File: src/rtl/fp_pkt_pkg.sv
// Shared types and constants for the fingerprint-module command packet path.
// Combinational only: no latency and no flow control of its own.
// Holds the FSM state enum, the frame header bytes and the sensor instruction codes.
package fp_pkt_pkg;

    typedef enum logic [2:0] {
        IDLE,
        LOAD,
        SEND,
        WAIT,
        DONE
    } state_t;

    localparam logic [7:0] HDR0    = 8'hEF;
    localparam logic [7:0] HDR1    = 8'h01;
    localparam logic [7:0] PID_CMD = 8'h01;

    localparam logic [7:0] GEN_IMG     = 8'h01;
    localparam logic [7:0] IMG2TZ      = 8'h02;
    localparam logic [7:0] SEARCH      = 8'h04;
    localparam logic [7:0] AUTO_SEARCH = 8'h11;

endpackage

File: src/rtl/fp_period_timer.sv
// Free-running tick generator: one-cycle tick every TC+1 enabled cycles.
// tick is combinational from the count, so it is high during the last cycle of each period.
// No backpressure; clr (or en low) returns the count to zero.
module fp_period_timer #(
    parameter int unsigned TC = 49_999_999
) (
    input  logic clk,
    input  logic rst,
    input  logic en,
    input  logic clr,
    output logic tick
);

    logic [31:0] cnt;

    assign tick = en && (cnt == TC);

    always_ff @(posedge clk) begin
        if (rst || clr) begin
            cnt <= '0;
        end else if (en) begin
            if (cnt == TC) begin
                cnt <= '0;
            end else begin
                cnt <= cnt + 32'd1;
            end
        end
    end

endmodule

File: src/rtl/fp_cmd_pkt_tx.sv
// Builds an EF01 sensor command frame and streams it to the UART one byte at a time.
// First tx_start two cycles after the trigger; each later byte one cycle after tx_done.
// Paced by tx_done; optional FP_TX_TIMEOUT_EN aborts with err when tx_done never arrives.
module fp_cmd_pkt_tx
    import fp_pkt_pkg::*;
#(
    parameter int unsigned CLK_HZ      = 50_000_000,
    parameter int unsigned PERIOD_MS   = 1000,
    parameter int unsigned MAX_PAR     = 5,
    parameter logic [31:0] DEV_ADDR    = 32'hFFFF_FFFF,
    parameter int unsigned TIMEOUT_CYC = 1_000_000
) (
    input  logic                 clk,
    input  logic                 rst,
    input  logic                 start,
    input  logic                 auto_en,
    input  logic [7:0]           cmd_code,
    input  logic [8*MAX_PAR-1:0] param,
    input  logic [2:0]           param_len,
    output logic [7:0]           tx_data,
    output logic                 tx_start,
    input  logic                 tx_done,
    output logic                 busy,
    output logic                 pkt_done,
    output logic                 err
);

    localparam int unsigned TIMER_TC = CLK_HZ / 1000 * PERIOD_MS - 1;

    state_t               state;
    logic                 pending;
    logic [4:0]           idx;
    logic [15:0]          csum;
    logic [7:0]           cmd_q;
    logic [8*MAX_PAR-1:0] param_q;
    logic [2:0]           plen_q;
    logic [2:0]           plen_sat;
    logic [4:0]           last_idx;
    logic [4:0]           nidx;
    logic [7:0]           nbyte;
    logic                 tick;
    logic                 trig;
`ifdef FP_TX_TIMEOUT_EN
    logic [31:0]          to_cnt;
`endif

    fp_period_timer #(
        .TC (TIMER_TC)
    ) u_timer (
        .clk  (clk),
        .rst  (rst),
        .en   (auto_en),
        .clr  (!auto_en),
        .tick (tick)
    );

    assign trig     = start || tick;
    assign plen_sat = (param_len > 3'(MAX_PAR)) ? 3'(MAX_PAR) : param_len;
    assign last_idx = 5'd11 + {2'b00, plen_q};
    assign nidx     = idx + 5'd1;

    // Byte i of the frame from the latched command; checksum bytes read the running sum.
    function automatic logic [7:0] byte_at(input logic [4:0] i);
        logic [7:0] b;
        case (i)
            5'd0:    b = HDR0;
            5'd1:    b = HDR1;
            5'd2:    b = DEV_ADDR[31:24];
            5'd3:    b = DEV_ADDR[23:16];
            5'd4:    b = DEV_ADDR[15:8];
            5'd5:    b = DEV_ADDR[7:0];
            5'd6:    b = PID_CMD;
            5'd7:    b = 8'h00;
            5'd8:    b = {5'd0, plen_q} + 8'd3;
            5'd9:    b = cmd_q;
            default: begin
                if (i < last_idx - 5'd1) begin
                    b = param_q[8*(int'(i)-10) +: 8];
                end else if (i == last_idx - 5'd1) begin
                    b = csum[15:8];
                end else begin
                    b = csum[7:0];
                end
            end
        endcase
        return b;
    endfunction

    assign nbyte = byte_at(nidx);

    always_ff @(posedge clk) begin
        if (rst) begin
            state    <= IDLE;
            tx_data  <= '0;
            tx_start <= 1'b0;
            busy     <= 1'b0;
            pkt_done <= 1'b0;
            err      <= 1'b0;
            pending  <= 1'b0;
            idx      <= '0;
            csum     <= '0;
            cmd_q    <= '0;
            param_q  <= '0;
            plen_q   <= '0;
`ifdef FP_TX_TIMEOUT_EN
            to_cnt   <= '0;
`endif
        end else begin
            tx_start <= 1'b0;
            pkt_done <= 1'b0;
            err      <= 1'b0;
            if (tick && state != IDLE) begin
                pending <= 1'b1;
            end
            case (state)
                IDLE: begin
                    if (trig) begin
                        state <= LOAD;
                        busy  <= 1'b1;
                    end
                end
                LOAD: begin
                    cmd_q    <= cmd_code;
                    param_q  <= param;
                    plen_q   <= plen_sat;
                    csum     <= '0;
                    idx      <= '0;
                    tx_data  <= HDR0;
                    tx_start <= 1'b1;
                    state    <= SEND;
                end
                SEND: begin
                    state <= WAIT;
`ifdef FP_TX_TIMEOUT_EN
                    to_cnt <= '0;
`endif
                end
                WAIT: begin
                    if (tx_done) begin
                        if (idx == last_idx) begin
                            state    <= DONE;
                            pkt_done <= 1'b1;
                            busy     <= 1'b0;
                        end else begin
                            idx      <= nidx;
                            tx_data  <= nbyte;
                            tx_start <= 1'b1;
                            state    <= SEND;
                            // Sum runs from PID through the last parameter byte.
                            if (nidx >= 5'd6 && nidx <= last_idx - 5'd2) begin
                                csum <= csum + {8'h00, nbyte};
                            end
                        end
                    end
`ifdef FP_TX_TIMEOUT_EN
                    else if (to_cnt == TIMEOUT_CYC - 1) begin
                        err     <= 1'b1;
                        busy    <= 1'b0;
                        pending <= 1'b0;
                        state   <= IDLE;
                    end else begin
                        to_cnt <= to_cnt + 32'd1;
                    end
`endif
                end
                DONE: begin
                    // A tick seen while busy (or in this cycle) launches the next frame directly.
                    if (pending || tick) begin
                        state   <= LOAD;
                        busy    <= 1'b1;
                        pending <= 1'b0;
                    end else begin
                        state <= IDLE;
                    end
                end
                default: state <= IDLE;
            endcase
        end
    end

endmodule
File: config.mk
export PLATFORM = sky130hd
export DESIGN_NAME = fp_cmd_pkt_tx
export DESIGN_NICKNAME = d
export VERILOG_FILES = /design/src/rtl/fp_pkt_pkg.sv /design/src/rtl/fp_period_timer.sv /design/src/rtl/fp_cmd_pkt_tx.sv
export SDC_FILE = /design/constraint.sdc
export NUM_CORES = 1
export LEC_CHECK = 0
export ABC_AREA = 1
export BUFFER_PORTS_ARGS = -buffer_cell sky130_fd_sc_hd__buf_2
export CORE_MARGIN = 3
export CORE_UTILIZATION = 32
export DETAILED_ROUTE_END_ITERATION = 16
export PLACE_DENSITY = 0.58
export SLEW_MARGIN = 20
export SYNTH_ARGS = -nofsm -noshare
export SYNTH_HDL_FRONTEND = slang
export SYNTH_SLANG_ARGS = --single-unit
File: constraint.sdc
create_clock -name clk -period 10.1 [get_ports clk]
set_input_delay 2.02 -clock clk [delete_from_list [all_inputs] [get_ports clk]]
set_output_delay 2.02 -clock clk [all_outputs]
set_load 0.01 [all_outputs]
# Yosys cells after proc, flatten, opt, wreduce, memory -nomap -nowiden
# Cells that the tools add are included.
# word_totals
n_memories,0
ram_bits,0
regBits,119
mem_bits_ro,0
latchBits,0
wordCells,100
output_inout_bits,12
# op_classes
n_div,0
n_mux,32
eq_ne,22
order_cmp,4
bitwise,2
mul,0
n_reduce_logical,19
n_addsub,8
n_shift,1
# op_table
cell,count
2-to-1 mux 16 bit,3
one-hot mux 8 bit (6 select lines),1
indexed part select 40 x 9 -> 8 bit,1
"adder 32 x 1 -> 32 bit, second input constant",1
"== test 32 x 26 -> 1 bit, second input constant",1
2-to-1 mux 32 bit,1
2-to-1 mux 8 bit,4
one-hot mux 16 bit (2 select lines),1
"== test 5 x 3 -> 1 bit, second input constant",4
adder 16 x 8 -> 16 bit,1
one-hot mux 8 bit (2 select lines),1
one-hot mux 3 bit (5 select lines),1
2-to-1 mux 3 bit,4
"!= test 2 bit, second input constant",6
2-to-1 mux 1 bit,11
"== test 5 x 2 -> 1 bit, second input constant",2
"== test 5 x 4 -> 1 bit, second input constant",2
== test 5 bit,2
2-to-1 mux 5 bit,2
one-hot mux 5 bit (2 select lines),1
"== test 3 x 2 -> 1 bit, second input constant",2
nonzero test 3 bit,2
"subtractor 5 x 4 -> 6 bit, second input constant",1
"adder 4 x 3 -> 5 bit, first input constant",1
27 further kinds,32

# Depth between registers and ports, before layout
# Gate-level depths: netlist of the first run.
# logic_depth
word_depth,11
depth_mapped,32

# Cells and area by module
# A second synthesis of the first run with hierarchy kept.
# unflattened
hier_cells,1127
hier_area_um2,7264.5
# by_module_without_submodules
module,instances,cells_each,area_per_inst_um2
fp_cmd_pkt_tx,1,822,5386.4
fp_period_timer,1,305,1878.1

# Worst setup path before layout of the first run
# No wires, ideal clock.
# synth_path
path_type,register -> register
start,reg idx[0]
end,reg csum[14]
setup_time_ps,70
arrival_time_ps,4167
synth_period_minus_slack_ps,4237
path_slack_ps,5863
path_stages_with_launch,32
path_cell_list,dfxtp_1 inv_2 clkbuf_1 ha_1 buf_2 inv_1 buf_2 ha_1 buf_1 nor3_2 nand2_1 nand2_1 nand3_1 nand2_1 nand2_1 nand2_1 nand2_1 inv_1 ha_1 inv_1 fa_1 inv_1 nand3_1 nand2_1 nand3_1 nand2_1 nand3b_1 nand3b_1 nand2_1 nor2_1 nand2_1 a21oi_1
# synth_via
elab_chain_len,10
elab_cells_between_ends,32
classes_between,3 x add/sub; 3 x order compare; 13 x eq/ne; 1 x shift; 7 x mux; 5 x reduce/logical
# synth_rtl
element,line_no,text
from (decl),fp_cmd_pkt_tx.sv:32,logic [4:0] idx;
from (signal assigned),fp_cmd_pkt_tx.sv:145,idx <= nidx;
adder 5 x 1 -> 5 bit,fp_cmd_pkt_tx.sv:60,assign nidx = idx + 5'd1;
subtractor 5 x 4 -> 6 bit or == test 5 bit (tied branches),"fp_cmd_pkt_tx.sv:78, fp_cmd_pkt_tx.sv:79",
indexed part select 40 x 9 -> 8 bit or 2-to-1 mux 8 bit (tied branches),"fp_cmd_pkt_tx.sv:78, fp_cmd_pkt_tx.sv:79",
2-to-1 mux 8 bit,fp_cmd_pkt_tx.sv:77,if (i < last_idx - 5'd1) begin
one-hot mux 8 bit (6 select lines),fp_cmd_pkt_tx.sv:65,case (i)
adder 16 x 8 -> 16 bit,fp_cmd_pkt_tx.sv:151,"csum <= csum + {8'h00, nbyte};"
2-to-1 mux 16 bit,fp_cmd_pkt_tx.sv:150,if (nidx >= 5'd6 && nidx <= last_idx - 5'd2) begin
2-to-1 mux 16 bit,fp_cmd_pkt_tx.sv:140,if (idx == last_idx) begin
2-to-1 mux 16 bit,fp_cmd_pkt_tx.sv:139,if (tx_done) begin
one-hot mux 16 bit (2 select lines),fp_cmd_pkt_tx.sv:115,case (state)
to (signal assigned),fp_cmd_pkt_tx.sv:151,
to (decl),fp_cmd_pkt_tx.sv:33,logic [15:0] csum;
# Parallel ways exist; a longest one is shown, timed or not. The select of a mux whose other input is x is not followed.
# A chain may end at the register's enable or synchronous reset.

# Final worst setup path of the first run
# Same ends and word-level chain as after synthesis.

==> results of run 1 <==
## placed cells by master (no fill, tap or decap), types with 9 or more instances in the layout
cell	count
nand2_1	239
nor2_1	155
inv_1	119
dfxtp_1	119
a21oi_1	102
o21ai_0	101
nand3_1	69
buf_2	66
ha_1	34
nand4_1	19
nor3_1	18
clkbuf_16	17
inv_2	13
nand2_2	10
xnor2_1	10
xor2_1	9
## final timing paths
| check | slack, ns | depth (start not counted) | endpoint | startpoint |
|---|---|---|---|---|
| worst min register to register | 0.45 | 2 | busy$_SDFFE_PP0P_ | busy$_SDFFE_PP0P_ |
| worst max register to register | 4.86 | 27 | csum[14]$_SDFFE_PP0P_ | idx[0]$_SDFFE_PP0P_ |
| worst min-delay path | 0.45 | 2 | busy$_SDFFE_PP0P_ | busy$_SDFFE_PP0P_ |
| worst max-delay path | 4.86 | 27 | csum[14]$_SDFFE_PP0P_ | idx[0]$_SDFFE_PP0P_ |
## layer usage
layer | wire [µm] | share of wire (%)
met1 | 10100 | 48
met3 | 1030 | 4.9
met4 | 316 | 1.5
met5 | 23 | 0.11
met2 | 9580 | 46
## metrics by stage
stage | utilization [%] | std cells | hold WS (ns) | setup WS, ns | power [mW]
after detailed placement | 35.5 | 1435 | 0.449 | 4.92 | 0.738
after floorplan | - | 1122 | 0.425 | 5.86 | 0.673
after global routing | 38.5 | 1467 | 0.478 | 4.24 | 1.48
after CTS | 38.5 | 1467 | 0.457 | 4.92 | 1.43
after global placement | 35.5 | 1435 | 0.444 | 5.11 | 0.736
final | 38.5 | 1467 | 0.451 | 4.86 | 1.42
## worst min-delay path: stages, from the launching register on
cell and delay (ns):
dfxtp_1 0.30, inv_1 0.05, a21oi_1 0.05
## area by class of cell
cell class	count	area, µm²
Clock buffer	19	443
Inverter	134	503
Timing Repair Buffer	68	345
Multi-Input combinational cell	834	4290
Fill cell	2384	13600
Clock inverter	13	216
Sequential cell	119	2380
Tap cell	280	350
## power by group
group,internal [mW],switching (mW)
logic,0.0665,0.133
clock network,0.448,0.242
registers,0.507,0.0216
total,1.02,0.396
## flip-flops by register name (all words and copies together), names as in the netlist
register,count
busy,1
cmd_q,8
csum,16
idx,5
param_q,40
pending,1
pkt_done,1
plen_q,3
state,3
tx_data,8
tx_start,1
u_timer.cnt,32
## kinds of logic (layout without fill, tap and decap cells)
family,count (synthesis),after routing,share of synthesized area [%]
DFF,119,119,32.4
and+or+nand+nor,555,555,34.0
AOI/OAI and AO/OA,224,224,16.1
buffers and inverters,169,234,9.12
other,1,1,0.0511
xor gates and xnor gates,19,19,2.27
adders and majority gates,35,35,6.07
==> metrics.yaml, run 1 <==
maxCapViolCount: 0
dieArea_um2: 24800
synthCells: 1122
cp_num_buf_inv: 5
drcViolationCount: 0
fin_skew_ns: 0.0146
viasPerCell: 4.92
track_usage_pct: 17.2
fin_crit_sh_pct: 51.8
critPathTopFamily: "adder cells"
critPathLaunchType: "register"
cp.required_ns: 10.44
min_path_type: "register to register"
fin_area_um2: 8530
yosysMostFrequentCell: "nand2_1"
final_layout_size_suffix_gt1_share_pct: 13.1
io_pins: 68
grt_use_met1_pct: 23.0
synth_top_area_share_pct: 32.4
grt_first_pass_wirelength_um: 34000
worst_slew_pin_slew_ns: 0.940
cp-end-kind: "register"
hpwlAfterDp_um: 16000
cts_setup_buffers: 0
wirelength_um: 21000
ant_nets: 0
async_flop_share_pct: 0
grt_pass1_vias: 6794
grt.overflow.total: 0
ctsHoldBuffers: 0
core_area_um2: 22200
yosysWarnings: 0
cp_slowest_cell: "dfxtp_1"
p_leak_nw: 3.69
status: "completed"
synth_edf_count: 0
netlist_area_um2: 7340
crit_top_cell: "nand2_1"
cts.sinks: 119
min_period_ns: 5.24
worstPathMaxFanout: 27
cts_resized: 0
syn2layout_area_growth_pct: 16.2
synth_area_leader_cell: "dfxtp_1"
timing.slew.headroom_pct: 37.1
tns_ns: 0
grt.met2_usage_pct: 28.2
drt_iter0_markers: 455
rsz0062_at_grt: "no"
vias: 7223
htree_levels: 4
ys_seq_area_share_pct: 32.4
use_met3_pct: 3.77
clk_latency_ns: 0.42
criticalPathCategory: "register to register"
cts_root_buffer: "clkbuf_16"
drtPass1Iterations: 5
grt_max_degree: 81
ys_seq_elements: 119
cts_buffer_depth: 2
globalplace.congestion: 0.927
numCtsBuffers: 17
cts_tree: "done"
start_util_pct: 33.1
detail_route.wl_per_cell_um: 14.3
yosys-top-cells-count: "239 x nand2_1, 155 x nor2_1, 120 x inv_1, 119 x dfxtp_1, 102 x a21oi_1"
portBuffers: 66
num_antenna_cells: 0
max_freq_mhz: 191
critical_path_arrival_ns: 5.58
yosys-top-cells-area: "dfxtp_1 32%, nand2_1 12%, nor2_1 7.9%"
fin_nets: 1265
die-height_um: 157
power_density_nw_per_um2: 166
synth_ff_type: "dfxtp_1"
hold_viol: 0
fp.dieW_um: 157
grt.busiest_layer: "met2"
vdd_drop_max_mv: 0.102
placed_cell_area_um2: 7870
drv_slew: 0
antenna_found_initial: 2
path_clk_slew_ns: 0.06
rows: 54
cp_slowest_stage_delay_ns: 0.88
setup_viol: 0
post_synth.cell_area_avg_um2: 6.54
synth_nets: 1213
synthDistinctLibCells: 46
(Power assumes the default switching activity.)
==> inputs of run 2 (changes only) <==
Clock period 10.1 ns to 5.2 ns, I/O delays scaled along.
==> run 2 against run 1 <==
Clock skew fell by 0.0040 ns. Non-clock buffer count rose by 2. Utilization rose by 0.10 points. Largest cell class unchanged. Flip-flop and latch count did not move. Count of clock-buffer cells in the layout fell by 2. Critical path type unchanged. First-iteration DRC count fell by 5.9%. Maximum frequency rose by 13%. Global-route usage fell by 0.40 points. Clock power rose by 96%.
==> metrics.yaml, run 2 (synthesis results as in run 1) <==
num_antenna_cells: 0  # unchanged
rows: 54  # unchanged
min_path_type: "register to register"
track_usage_pct: 16.8  # -0.40 points
portBuffers: 66  # unchanged
grt_pass1_vias: 6600  # -2.9%
tns_ns: 0  # unchanged
maxCapViolCount: 0  # unchanged
fin_crit_sh_pct: 89.3  # +37 points
fin_nets: 1267  # +0.16%
cp_slowest_stage_delay_ns: 0.54  # -0.34 ns
worstPathMaxFanout: 10  # -63%
max_freq_mhz: 215  # +13%
die-height_um: 157  # unchanged
cp_slowest_cell: "dfxtp_1"
timing.slew.headroom_pct: 37.4  # +0.25 points
setup_viol: 0  # unchanged
finalHoldWorstSlack_ns: 0.449  # -0.00264 ns
grt.overflow.total: 0  # unchanged
ctsHoldBuffers: 0  # unchanged
drtPass1Iterations: 4  # -1
min_period_ns: 4.64  # -0.592 ns
layout_common_cells: "239 x nand2_1, 155 x nor2_1, 119 x inv_1, 119 x dfxtp_1, 102 x a21oi_1"
fp.dieW_um: 157  # unchanged
grt_first_pass_wirelength_um: 33100  # -2.7%
largest_reg_flops: 40  # unchanged
htree_levels: 4  # unchanged
min_to: "busy$_SDFFE_PP0P_"
crit_top_cell: "nand2_1"
worst_slew_pin_slew_ns: 0.936  # -0.00377 ns
status: "completed"
drcViolationCount: 0  # unchanged
ff2ff_path_depth: 29  # +7.4%
crit_path_start: "idx[0]$_SDFFE_PP0P_"
cts_root_buffer: "clkbuf_16"
drv_slew: 0  # unchanged
final_common_cell: "nand2_1"
cp-end-kind: "register"
rsz0062_at_grt: "no"
vias: 7150  # -1.0%
cts_setup_buffers: 0  # unchanged
detail_route.wl_per_cell_um: 14.0  # -2.3%
fin_skew_ns: 0.0105  # -0.00404 ns
reg2reg_from: "idx[0]$_SDFFE_PP0P_"
globalplace.congestion: 0.936  # +1.0%
cts_resized: 0  # unchanged
core_area_um2: 22200  # unchanged
syn2layout_area_growth_pct: 16.5
cp.required_ns: 5.55  # -4.89 ns
critical_path_arrival_ns: 5.00  # -0.58 ns
viasPerCell: 4.87  # -1.1%
ant_nets: 0  # unchanged
r2r_slack_ns: 0.56  # -4.31 ns
numCtsBuffers: 17  # unchanged
vdd_drop_max_mv: 0.197  # +94%
worstHoldStart: "busy$_SDFFE_PP0P_"
criticalPathCategory: "register to register"
drt_iter0_markers: 428  # -5.9%
start_util_pct: 33.1  # unchanged
cts_buffer_depth: 2  # unchanged
final_layout_size_suffix_gt1_share_pct: 13.3  # +0.23 points
top_regs: "param_q: 40 flops, u_timer.cnt: 32 flops, csum: 16 flops"
cts.sinks: 119  # unchanged
wirelength_um: 20500  # -2.2%
antenna_found_initial: 1  # -1
hold_viol: 0  # unchanged
dieArea_um2: 24800  # unchanged
path_clk_slew_ns: 0.06  # about the same
io_pins: 68  # unchanged
cts_tree: "done"
p_leak_nw: 3.71  # +0.58%
top_register: "param_q"
clk_latency_ns: 0.43  # about the same
grt_max_degree: 81  # unchanged
hold_depth: 2  # unchanged
timing.rr.end: "csum[14]$_SDFFE_PP0P_"
power_density_nw_per_um2: 322  # +94%
critPathLaunchType: "register"
hpwlAfterDp_um: 15500  # -2.9%
-- run 2: changes by cell type in the layout (fill, tap and decap cells not counted), sizes merged --
cell	change
clkinvlp	-2
buf	+2
inv	+2
clkbuf	-2
clkinv	+2
-- run 2: critical path, delay by kind of cell (launching register included) --
kind                       cells  cell delay [ns]
DFF                            1             0.54
AOI/OAI and AO/OA              1             0.13
buffers and inverters          4             0.40
adders and majority gates      4             1.30
and+or+nand+nor               20             2.21
-- run 2: final cells by class --
cell class	count	area, µm²
inverters	134	503
well taps	280	350
repair buffers	70	360
flip-flops and latches	119	2380
clock inverters	15	241
multi-input cells	834	4290
fillers	2395	13600
clock buffers	17	425
-- run 2: routing by layer --
| layer | share of wire (%) | up-vias | GRT usage (%) |
|---|---|---|---|
| li1 | - | 3770 | - |
| met1 | 50 | 3212 | 22.9 |
| met2 | 44 | 143 | 26.7 |
| met3 | 4.7 | 23 | 4.04 |
| met4 | 1.6 | 2 | 4.71 |
| met5 | 0.058 | - | 0 |
-- run 2: power by group --
| part | internal [mW] | total, mW | switching (mW) |
|---|---|---|---|
| Clock | 0.865 | 1.35 | 0.481 |
| Sequential | 0.984 | 1.02 | 0.0377 |
| Combinational | 0.129 | 0.386 | 0.257 |
| Total | 1.98 | 2.75 | 0.776 |
-- run 2: how the worst max path moves through the flow --
| stage | depth (start not counted) | to | slack, ns |
|---|---|---|---|
| floorplan | 31 | csum[14]$_SDFFE_PP0P_ | 0.96 |
| global placement | 29 | csum[14]$_SDFFE_PP0P_ | 0.78 |
| detailed placement | 30 | csum[14]$_SDFFE_PP0P_ | 0.64 |
| CTS | 29 | csum[14]$_SDFFE_PP0P_ | 0.62 |
| global route | 29 | csum[14]$_SDFFE_PP0P_ | 0.05 |
| finish | 29 | csum[14]$_SDFFE_PP0P_ | 0.56 |
-- run 2: metrics by stage --
stage | power [mW] | util, % | worst slack [ns] | cells | area (µm²)
after CTS | 2.78 | 38.6 | 0.625 | 1469 | 8550
final | 2.75 | 38.6 | 0.556 | 1469 | 8550
after detailed placement | 1.43 | 35.6 | 0.637 | 1437 | 7890
after global placement | 1.43 | 35.6 | 0.775 | 1437 | 7890
after floorplan | 1.31 | - | 0.963 | 1122 | 7340
after global routing | 2.89 | 38.6 | 0.0541 | 1469 | 8550
